==> src/rtl/axi_rd_arb_if.sv <==
// AXI4 read-address and read-data channel bundle shared by the arbiter and memory side.
//   master : arbiter view (drives AR channel, rready; receives arready and R channel)
//   slave  : memory/interconnect view (the reverse)
interface axi_rd_arb_if;
  logic [3:0]  arid;
  logic [31:0] araddr;
  logic [7:0]  arlen;
  logic [2:0]  arsize;
  logic [1:0]  arburst;
  logic [1:0]  arlock;
  logic [3:0]  arcache;
  logic [2:0]  arprot;
  logic        arvalid;
  logic        arready;
  logic [3:0]  rid;
  logic [31:0] rdata;
  logic        rlast;
  logic        rvalid;
  logic        rready;

  modport master (
    output arid, araddr, arlen, arsize, arburst, arlock, arcache, arprot, arvalid, rready,
    input  arready, rid, rdata, rlast, rvalid
  );

  modport slave (
    input  arid, araddr, arlen, arsize, arburst, arlock, arcache, arprot, arvalid, rready,
    output arready, rid, rdata, rlast, rvalid
  );
endinterface

==> src/rtl/axi_rd_arb.sv <==
// Two-requester (icache/dcache) AXI read arbiter.
// Round-robin grants a single AR slot, issues the AR from registers, and routes R beats back
// to the owning requester by rid with zero latency. Each requester has at most one read
// outstanding.
// Ports:
//   clk, reset           : clock, asynchronous active-low reset
//   i_* / d_*            : icache / dcache request (req, addr, size, burst) and
//                          response (rd_rdy pulse, ret_valid, ret_last)
//   ret_data             : shared rdata passthrough
//   wr_busy              : write channel in flight, blocks new AR grants
//   rd_busy              : any AR pending or read outstanding
//   axi                  : AXI AR/R channels (master modport)
module axi_rd_arb #(
  parameter logic [7:0] I_AXI_LEN = 8'd7,
  parameter logic [7:0] D_AXI_LEN = 8'd3
) (
  input  logic         clk,
  input  logic         reset,
  input  logic         i_rd_req,
  input  logic [31:0]  i_rd_addr,
  input  logic [1:0]   i_rd_size,
  input  logic         i_burst,
  output logic         i_rd_rdy,
  output logic         i_ret_valid,
  output logic         i_ret_last,
  input  logic         d_rd_req,
  input  logic [31:0]  d_rd_addr,
  input  logic [1:0]   d_rd_size,
  input  logic         d_burst,
  output logic         d_rd_rdy,
  output logic         d_ret_valid,
  output logic         d_ret_last,
  output logic [31:0]  ret_data,
  input  logic         wr_busy,
  output logic         rd_busy,
  axi_rd_arb_if.master axi
);

  typedef enum logic [1:0] {StIdle, StAr, StData} state_e;

  localparam logic [3:0] IdIcache = 4'd0;
  localparam logic [3:0] IdDcache = 4'd1;

  state_e      i_state_q, d_state_q;
  logic        gnt_q;      // grant issued last cycle, AR registers load this cycle
  logic        gnt_dc_q;   // owner of that grant: 1 = dcache
  logic        last_dc_q;  // 1 = dcache granted most recently
  logic        arvalid_q;
  logic [3:0]  arid_q;
  logic [31:0] araddr_q;
  logic [7:0]  arlen_q;
  logic [2:0]  arsize_q;
  logic [1:0]  arburst_q;

  logic        i_cand, d_cand, grant, pick_dc, ar_fire, i_hit, d_hit;
  logic        sel_burst;
  logic [1:0]  sel_size;

  assign i_cand  = i_rd_req & (i_state_q == StIdle);
  assign d_cand  = d_rd_req & (d_state_q == StIdle);
  // gnt_q counts as a pending AR: the slot is taken even though arvalid is not yet up.
  assign grant   = ~arvalid_q & ~gnt_q & ~wr_busy & (i_cand | d_cand);
  // Favour the requester not granted last; a lone candidate always wins.
  assign pick_dc = d_cand & (~i_cand | ~last_dc_q);
  assign ar_fire = arvalid_q & axi.arready;

  assign sel_burst = gnt_dc_q ? d_burst : i_burst;
  assign sel_size  = gnt_dc_q ? d_rd_size : i_rd_size;

  // R beats only count for a requester actually waiting on data; strays are dropped.
  assign i_hit = axi.rvalid & (axi.rid == IdIcache) & (i_state_q == StData);
  assign d_hit = axi.rvalid & (axi.rid == IdDcache) & (d_state_q == StData);

  always_ff @(posedge clk or negedge reset) begin
    if (!reset) begin
      i_state_q <= StIdle;
      d_state_q <= StIdle;
      gnt_q     <= 1'b0;
      gnt_dc_q  <= 1'b0;
      last_dc_q <= 1'b0;
      arvalid_q <= 1'b0;
      arid_q    <= 4'd0;
      araddr_q  <= 32'd0;
      arlen_q   <= 8'd0;
      arsize_q  <= 3'd0;
      arburst_q <= 2'd0;
    end else begin
      gnt_q <= grant;
      if (grant) begin
        gnt_dc_q  <= pick_dc;
        last_dc_q <= pick_dc;
      end

      if (gnt_q) begin
        arvalid_q <= 1'b1;
        arid_q    <= gnt_dc_q ? IdDcache : IdIcache;
        araddr_q  <= gnt_dc_q ? d_rd_addr : i_rd_addr;
        if (sel_burst) begin
          arlen_q   <= gnt_dc_q ? D_AXI_LEN : I_AXI_LEN;
          arsize_q  <= 3'b010;
          arburst_q <= 2'b01;
        end else begin
          arlen_q   <= 8'd0;
          arsize_q  <= {1'b0, sel_size};
          arburst_q <= 2'b00;
        end
      end else if (ar_fire) begin
        arvalid_q <= 1'b0;
      end

      case (i_state_q)
        StIdle:  if (grant && !pick_dc) i_state_q <= StAr;
        StAr:    if (ar_fire && arid_q == IdIcache) i_state_q <= StData;
        StData:  if (i_hit && axi.rlast) i_state_q <= StIdle;
        default: i_state_q <= StIdle;
      endcase

      case (d_state_q)
        StIdle:  if (grant && pick_dc) d_state_q <= StAr;
        StAr:    if (ar_fire && arid_q == IdDcache) d_state_q <= StData;
        StData:  if (d_hit && axi.rlast) d_state_q <= StIdle;
        default: d_state_q <= StIdle;
      endcase
    end
  end

  assign axi.arvalid = arvalid_q;
  assign axi.arid    = arid_q;
  assign axi.araddr  = araddr_q;
  assign axi.arlen   = arlen_q;
  assign axi.arsize  = arsize_q;
  assign axi.arburst = arburst_q;
  assign axi.arlock  = 2'd0;
  assign axi.arcache = 4'd0;
  assign axi.arprot  = 3'd0;
  assign axi.rready  = 1'b1;

  assign i_rd_rdy    = ar_fire & (arid_q == IdIcache);
  assign d_rd_rdy    = ar_fire & (arid_q == IdDcache);
  assign i_ret_valid = i_hit;
  assign i_ret_last  = i_hit & axi.rlast;
  assign d_ret_valid = d_hit;
  assign d_ret_last  = d_hit & axi.rlast;
  // Held at zero while in reset so every output reads 0 then.
  assign ret_data    = reset ? axi.rdata : 32'd0;

  assign rd_busy = arvalid_q | (i_state_q != StIdle) | (d_state_q != StIdle);

endmodule

==> src/flat_wrapper.sv <==
// flat-port wrapper written by rule: the top's interface ports become plain ports
module axi_rd_arb_flat 
#(
  parameter logic [7:0] I_AXI_LEN = 8'd7,
  parameter logic [7:0] D_AXI_LEN = 8'd3
)
  (clk, reset, i_rd_req, i_rd_addr, i_rd_size, i_burst, i_rd_rdy, i_ret_valid, i_ret_last, d_rd_req, d_rd_addr, d_rd_size, d_burst, d_rd_rdy, d_ret_valid, d_ret_last, ret_data, wr_busy, rd_busy, axi_arid, axi_araddr, axi_arlen, axi_arsize, axi_arburst, axi_arlock, axi_arcache, axi_arprot, axi_arvalid, axi_rready, axi_arready, axi_rid, axi_rdata, axi_rlast, axi_rvalid);
  axi_rd_arb_if axi_i ();
  input  logic clk;
  input  logic reset;
  input  logic i_rd_req;
  input  logic [31:0] i_rd_addr;
  input  logic [1:0] i_rd_size;
  input  logic i_burst;
  output logic i_rd_rdy;
  output logic i_ret_valid;
  output logic i_ret_last;
  input  logic d_rd_req;
  input  logic [31:0] d_rd_addr;
  input  logic [1:0] d_rd_size;
  input  logic d_burst;
  output logic d_rd_rdy;
  output logic d_ret_valid;
  output logic d_ret_last;
  output logic [31:0] ret_data;
  input  logic wr_busy;
  output logic rd_busy;
  output wire logic [$bits(axi_i.arid)-1:0] axi_arid;
  output wire logic [$bits(axi_i.araddr)-1:0] axi_araddr;
  output wire logic [$bits(axi_i.arlen)-1:0] axi_arlen;
  output wire logic [$bits(axi_i.arsize)-1:0] axi_arsize;
  output wire logic [$bits(axi_i.arburst)-1:0] axi_arburst;
  output wire logic [$bits(axi_i.arlock)-1:0] axi_arlock;
  output wire logic [$bits(axi_i.arcache)-1:0] axi_arcache;
  output wire logic [$bits(axi_i.arprot)-1:0] axi_arprot;
  output wire logic [$bits(axi_i.arvalid)-1:0] axi_arvalid;
  output wire logic [$bits(axi_i.rready)-1:0] axi_rready;
  input wire logic [$bits(axi_i.arready)-1:0] axi_arready;
  input wire logic [$bits(axi_i.rid)-1:0] axi_rid;
  input wire logic [$bits(axi_i.rdata)-1:0] axi_rdata;
  input wire logic [$bits(axi_i.rlast)-1:0] axi_rlast;
  input wire logic [$bits(axi_i.rvalid)-1:0] axi_rvalid;
  assign axi_arid = axi_i.arid;
  assign axi_araddr = axi_i.araddr;
  assign axi_arlen = axi_i.arlen;
  assign axi_arsize = axi_i.arsize;
  assign axi_arburst = axi_i.arburst;
  assign axi_arlock = axi_i.arlock;
  assign axi_arcache = axi_i.arcache;
  assign axi_arprot = axi_i.arprot;
  assign axi_arvalid = axi_i.arvalid;
  assign axi_rready = axi_i.rready;
  assign axi_i.arready = axi_arready;
  assign axi_i.rid = axi_rid;
  assign axi_i.rdata = axi_rdata;
  assign axi_i.rlast = axi_rlast;
  assign axi_i.rvalid = axi_rvalid;
  axi_rd_arb #(.I_AXI_LEN(I_AXI_LEN), .D_AXI_LEN(D_AXI_LEN)) u_core (.clk(clk), .reset(reset), .i_rd_req(i_rd_req), .i_rd_addr(i_rd_addr), .i_rd_size(i_rd_size), .i_burst(i_burst), .i_rd_rdy(i_rd_rdy), .i_ret_valid(i_ret_valid), .i_ret_last(i_ret_last), .d_rd_req(d_rd_req), .d_rd_addr(d_rd_addr), .d_rd_size(d_rd_size), .d_burst(d_burst), .d_rd_rdy(d_rd_rdy), .d_ret_valid(d_ret_valid), .d_ret_last(d_ret_last), .ret_data(ret_data), .wr_busy(wr_busy), .rd_busy(rd_busy), .axi(axi_i));
endmodule
==> config.mk <==
export PLATFORM = sky130hd
export DESIGN_NAME = axi_rd_arb_flat
export DESIGN_NICKNAME = d
export VERILOG_FILES = /design/src/rtl/axi_rd_arb_if.sv /design/src/rtl/axi_rd_arb.sv /design/src/flat_wrapper.sv
export SDC_FILE = /design/constraint.sdc
export NUM_CORES = 1
export LEC_CHECK = 0
export ABC_AREA = 1
export CORE_UTILIZATION = 35
export CTS_CLUSTER_DIAMETER = 40
export DETAILED_ROUTE_END_ITERATION = 7
export HOLD_SLACK_MARGIN = 0.03
export PLACE_DENSITY = 0.95
export SYNTH_ARGS = -nofsm -noshare
export SYNTH_HDL_FRONTEND = slang
export SYNTH_SLANG_ARGS = --single-unit
==> constraint.sdc <==
create_clock -name clk -period 2.2 [get_ports clk]
set_input_delay 0.66 -clock clk [delete_from_list [all_inputs] [get_ports clk]]
set_output_delay 0.66 -clock clk [all_outputs]
set_load 0.01 [all_outputs]
## After elaboration in Yosys (flattened, before gate mapping)

Index checks and enable logic that the tools add are counted.

| word-level totals | value |
|---|---|
| logic and storage cells | 81 |
| bits of input ports | 114 |
| bits in registers | 56 |
| output and inout port bits | 99 |

| operators by class | value |
|---|---|
| equality and inequality tests | 12 |
| bitwise operators | 24 |
| multiplexer cells | 19 |
| reductions and logical operators | 16 |

Operators by type and width:

| cell | count |
|---|---|
| $mux 32 | 2 |
| $mux 2 | 8 |
| $and 1x1->1 | 15 |
| $pmux 2 s3 | 2 |
| $eq 4x1->1 const B | 2 |
| $logic_not 4->1 | 2 |
| $mux 8 | 1 |
| $ne 2x2->1 const B | 4 |
| $logic_and 1x1->1 | 6 |
| $reduce_and 3->1 | 2 |
| $reduce_bool 2->1 | 3 |
| $mux 1 | 5 |
| $not 1->1 | 5 |
| $eq 2x1->1 const B | 2 |
| $eq 2x2->1 const B | 2 |
| $logic_not 2->1 | 2 |
| $ne 2x1->1 const B | 2 |
| $or 1x1->1 | 4 |
| $mux 3 | 1 |
| $logic_not 1->1 | 1 |

## Longest topological paths before layout

| logic depth | value |
|---|---|
| depth after elaboration | 9 |
| mapped depth | 6 |
| mapped depth without buffers | 6 |

## Least setup slack after synthesis

OpenSTA, ideal clock, no wires.

| path | value |
|---|---|
| path kind | input -> output |
| start point | input port axi_rid[2] |
| end point | output port i_ret_last |
| stages | 5 |
| data arrival time | 1178 ps |
| required time | 1540 ps |
| path buffers | 0 |
| path slack | 362 ps |
| cells stage by stage | inv_1 -> nand2_1 -> nor2_1 -> inv_1 -> nor3_1 |

| on the way | value |
|---|---|
| word-level cells in the longest chain between the ends | 4 |

Ends and longest elaborated chain:

| item | line | text |
|---|---|---|
| from (decl) | flat_wrapper.sv:39 | `input wire logic [$bits(axi_i.rid)-1:0] axi_rid;` |
| $logic_not 4->1 | axi_rd_arb.sv:71 | `assign i_hit = axi.rvalid & (axi.rid == IdIcache) & (i_state_q == StData);` |
| $and 1x1->1 (2 in series) | axi_rd_arb.sv:71 |  |
| $and 1x1->1 | axi_rd_arb.sv:141 | `assign i_ret_last = i_hit & axi.rlast;` |
| to (decl) | flat_wrapper.sv:17 | `output logic i_ret_last;` |

Every way passes these cells.

## Final worst setup path

| path | value |
|---|---|
| start point | input port axi_rdata[23] |
| end point | output port ret_data[23] |

| on the way | value |
|---|---|
| word-level cells in the longest chain between the ends | 1 |

Ends and longest elaborated chain:

| item | line | text |
|---|---|---|
| from (decl) | flat_wrapper.sv:40 | `input wire logic [$bits(axi_i.rdata)-1:0] axi_rdata;` |
| $mux 32 | axi_rd_arb.sv:145 | `assign ret_data = reset ? axi.rdata : 32'd0;` |
| to (decl) | flat_wrapper.sv:25 | `output logic [31:0] ret_data;` |

Every way passes these cells.

==> reports/results.ini <==
[run_status]
status=completed

[clock_tree]
insertion_delay_ns=0.30
cts_sinks=44
cts_tree=yes
clk_pin_slew_ns=0.08
numCtsBuffers=5
htreeDepth=2
cts_root_buffer=clkbuf_8
clockBufferDepth=2

[finish]
multi_input_area_mm2=0.00106
layout_common_cells=145 x clkdlybuf4s50_1, 91 x nand2_1, 47 x inv_1, 44 x dfrtp_1, 42 x nor2_1
final_util_pct=65.4
final_nets=662
drive_gt1_share_pct=7.83
layout_commonest_cell=clkdlybuf4s50_1
syn_to_final_growth_pct=76.3
fillers=619
finalNonFillerCells=645
ff_latch_area_mm2=0.00110
fin_area_mm2=0.00454
diodes=0

[placed_design]
post-place-ws_ns=-0.627
dpl.hpwl_mm=7.16
dpl_cell_area_mm2=0.00446
place.gp.congestion=0.816
numPlacedInstances=636
portBuffers=192

[grt]
grt_max_degree=39
grt_use_total_pct=23.5
use_met2_pct=44.3
met3_usage_pct=6.88
antenna_found_initial=1
grt_pass1_wl_mm=13.9
globalRouteOverflowTotal=0
use_met1_pct=24.6
grt_pass1_vias=2900
grt-busiest-layer=met2

[run]
max_cap_violations=0

[timing]
drv_slew=0
relSlewSlack_pct=55.2
period_share_pct=99.2
hold_viol=0
skew_ns=0.0130
setup_ws_ns=0.0184
clock.fmax_mhz=458
max_slew.worst_pin.slew_ns=0.671
rsz0062_at_grt=false
min_period_ns=2.18
tns_ns=0
setup_violations=0
timing.hold.ws_ns=0.329

[drt]
viasPerCell=4.57
vias=2946
route.detailed.drc=0
drt_pass1_iterations=4
drt_iter0_drc=130
antenna_left=0
wirelength_mm=9.22
wl_per_cell_um=14.3

[floorplanning]
core_mm2=0.00694
pin_count=213
die_x_um=87.8
die_area_mm2=0.00771
rows=30
dieHeight_um=87.8
start_util_pct=37.1

[pwr]
p_int_mw=2.75
peakVddDrop_mv=0.559
seq_power_share_pct=33.0
comb_power_share_pct=52.3
leakagePower_nw=2.34
power_switching_mw=1.76
clockPowerShare_pct=14.7
powerDensity_mw_per_mm2=993
power_mw=4.51
swShare_pct=39.0

[worst_setup_path]
rr_startpoint=u_core.gnt_dc_q
cp_slowest_cell=clkdlybuf4s50_1
cp_max_fo=1
r2r_cells=4
r2r_slack_ns=0.74
crit_type=input port to output port
critPathCaptureType=output port
max_stage_delay_ns=0.46
crit_path_cell_trace=clkdlybuf4s50_1 -> nand2_1 -> inv_1 -> dlygate4sd2_1
worstSetupStartpointType=input port
cp.required_ns=1.54
startpoint=axi_rdata[23]
crit_arrival_ns=1.52
r2r_end=u_core.axi.arsize[0]
endpoint=ret_data[23]

[yosys]
avgSynthCellArea_um2=7.14
yosysWarnings=0
ys_ff_latch=44
synth_cell_types=20
yosysSeqAreaShare_pct=42.7
syn_inst=361
syn_area_mm2=0.00258

[min_path]
hold_path_class=input port to async pin

[power groups by stage]
| stage | sequential [mW] | combinational (mW) | clock [mW] |
|---|---|---|---|
| 3_3_place_gp | 1.46 | 2.32 | 0 |
| 2_1_floorplan | 1.59 | 1.11 | 0 |
| 4_1_cts | 1.48 | 2.39 | 0.677 |
| 6_report | 1.49 | 2.36 | 0.662 |
| 5_1_grt | 1.53 | 2.60 | 0.718 |
| 3_5_place_dp | 1.49 | 2.40 | 0 |
[logic make-up after synthesis]
family,synth area share (%)
flops,42.7
buf+inv,19.8
compound gates,14.2
simple gates,23.0
other cells,0.291
[critical path: cells and delay by family]
| kind | cells | cell delay [ns] |
|---|---|---|
| and+or+nand+nor | 1 | 0.05 |
| buffers and inverters | 3 | 0.80 |
[Yosys cell counts (all sizes together)]
master / instances / share of area [%]
conb: 2 / 0.29
nand3: 8 / 1.6
nand2: 93 / 14
buf: 39 / 12
or2: 1 / 0.24
o21a: 1 / 0.29
inv: 51 / 7.6
o21ai: 71 / 14
nor2: 48 / 7.0
clkbuf: 1 / 0.15
nor3: 2 / 0.58
dfrtp: 44 / 43
[final cells by class]
type / count / share of cell area (%)
Clock buffer: 6 / 1.82
Clock inverter: 2 / 0.854
Inverter: 51 / 4.32
Multi-Input combinational cell: 244 / 23.4
Sequential cell: 44 / 24.2
Tap cell: 96 / 2.64
Timing Repair Buffer: 202 / 42.7
[flip-flops by register name (all words and copies together), names as in the netlist]
| signal | cells |
|---|---|
| u_core.axi.arlen | 2 |
| u_core.gnt_dc_q | 1 |
| u_core.gnt_q | 1 |
| u_core.d_state_q | 2 |
| u_core.axi.arvalid | 1 |
| u_core.axi.arsize | 2 |
| u_core.axi.arid | 1 |
| u_core.axi.araddr | 32 |
| u_core.i_state_q | 2 |
[worst min path at each step]
stage / start / slack (ns) / depth (start not counted) / endpoint
after floorplan: reset / 0.36 / 0 / u_core.axi.araddr[0]
after detailed placement: u_core.axi.araddr[24] / 0.48 / 2 / u_core.axi.araddr[24]
after global placement: u_core.axi.araddr[18] / 0.47 / 2 / u_core.axi.araddr[18]
final: reset / 0.33 / 2 / u_core.axi.araddr[10]
after global routing: reset / 0.32 / 2 / u_core.axi.araddr[10]
after CTS: reset / 0.32 / 2 / u_core.axi.araddr[10]
[metal layers]
| layer | up-vias | share of wire, % |
|---|---|---|
| li1 | 1429 | - |
| met1 | 1357 | 38 |
| met2 | 139 | 51 |
| met3 | 21 | 8.5 |
| met4 | 0 | 2.6 |
| met5 | - | 0 |
[timing repair]
action,in CTS,in global routing
hold buffers,0,0
gates resized for setup,69,16
buffers inserted,1,0
pin swaps,5,3
endpoints found under the setup margin,38,10
Power figures use the tool's default switching activity.
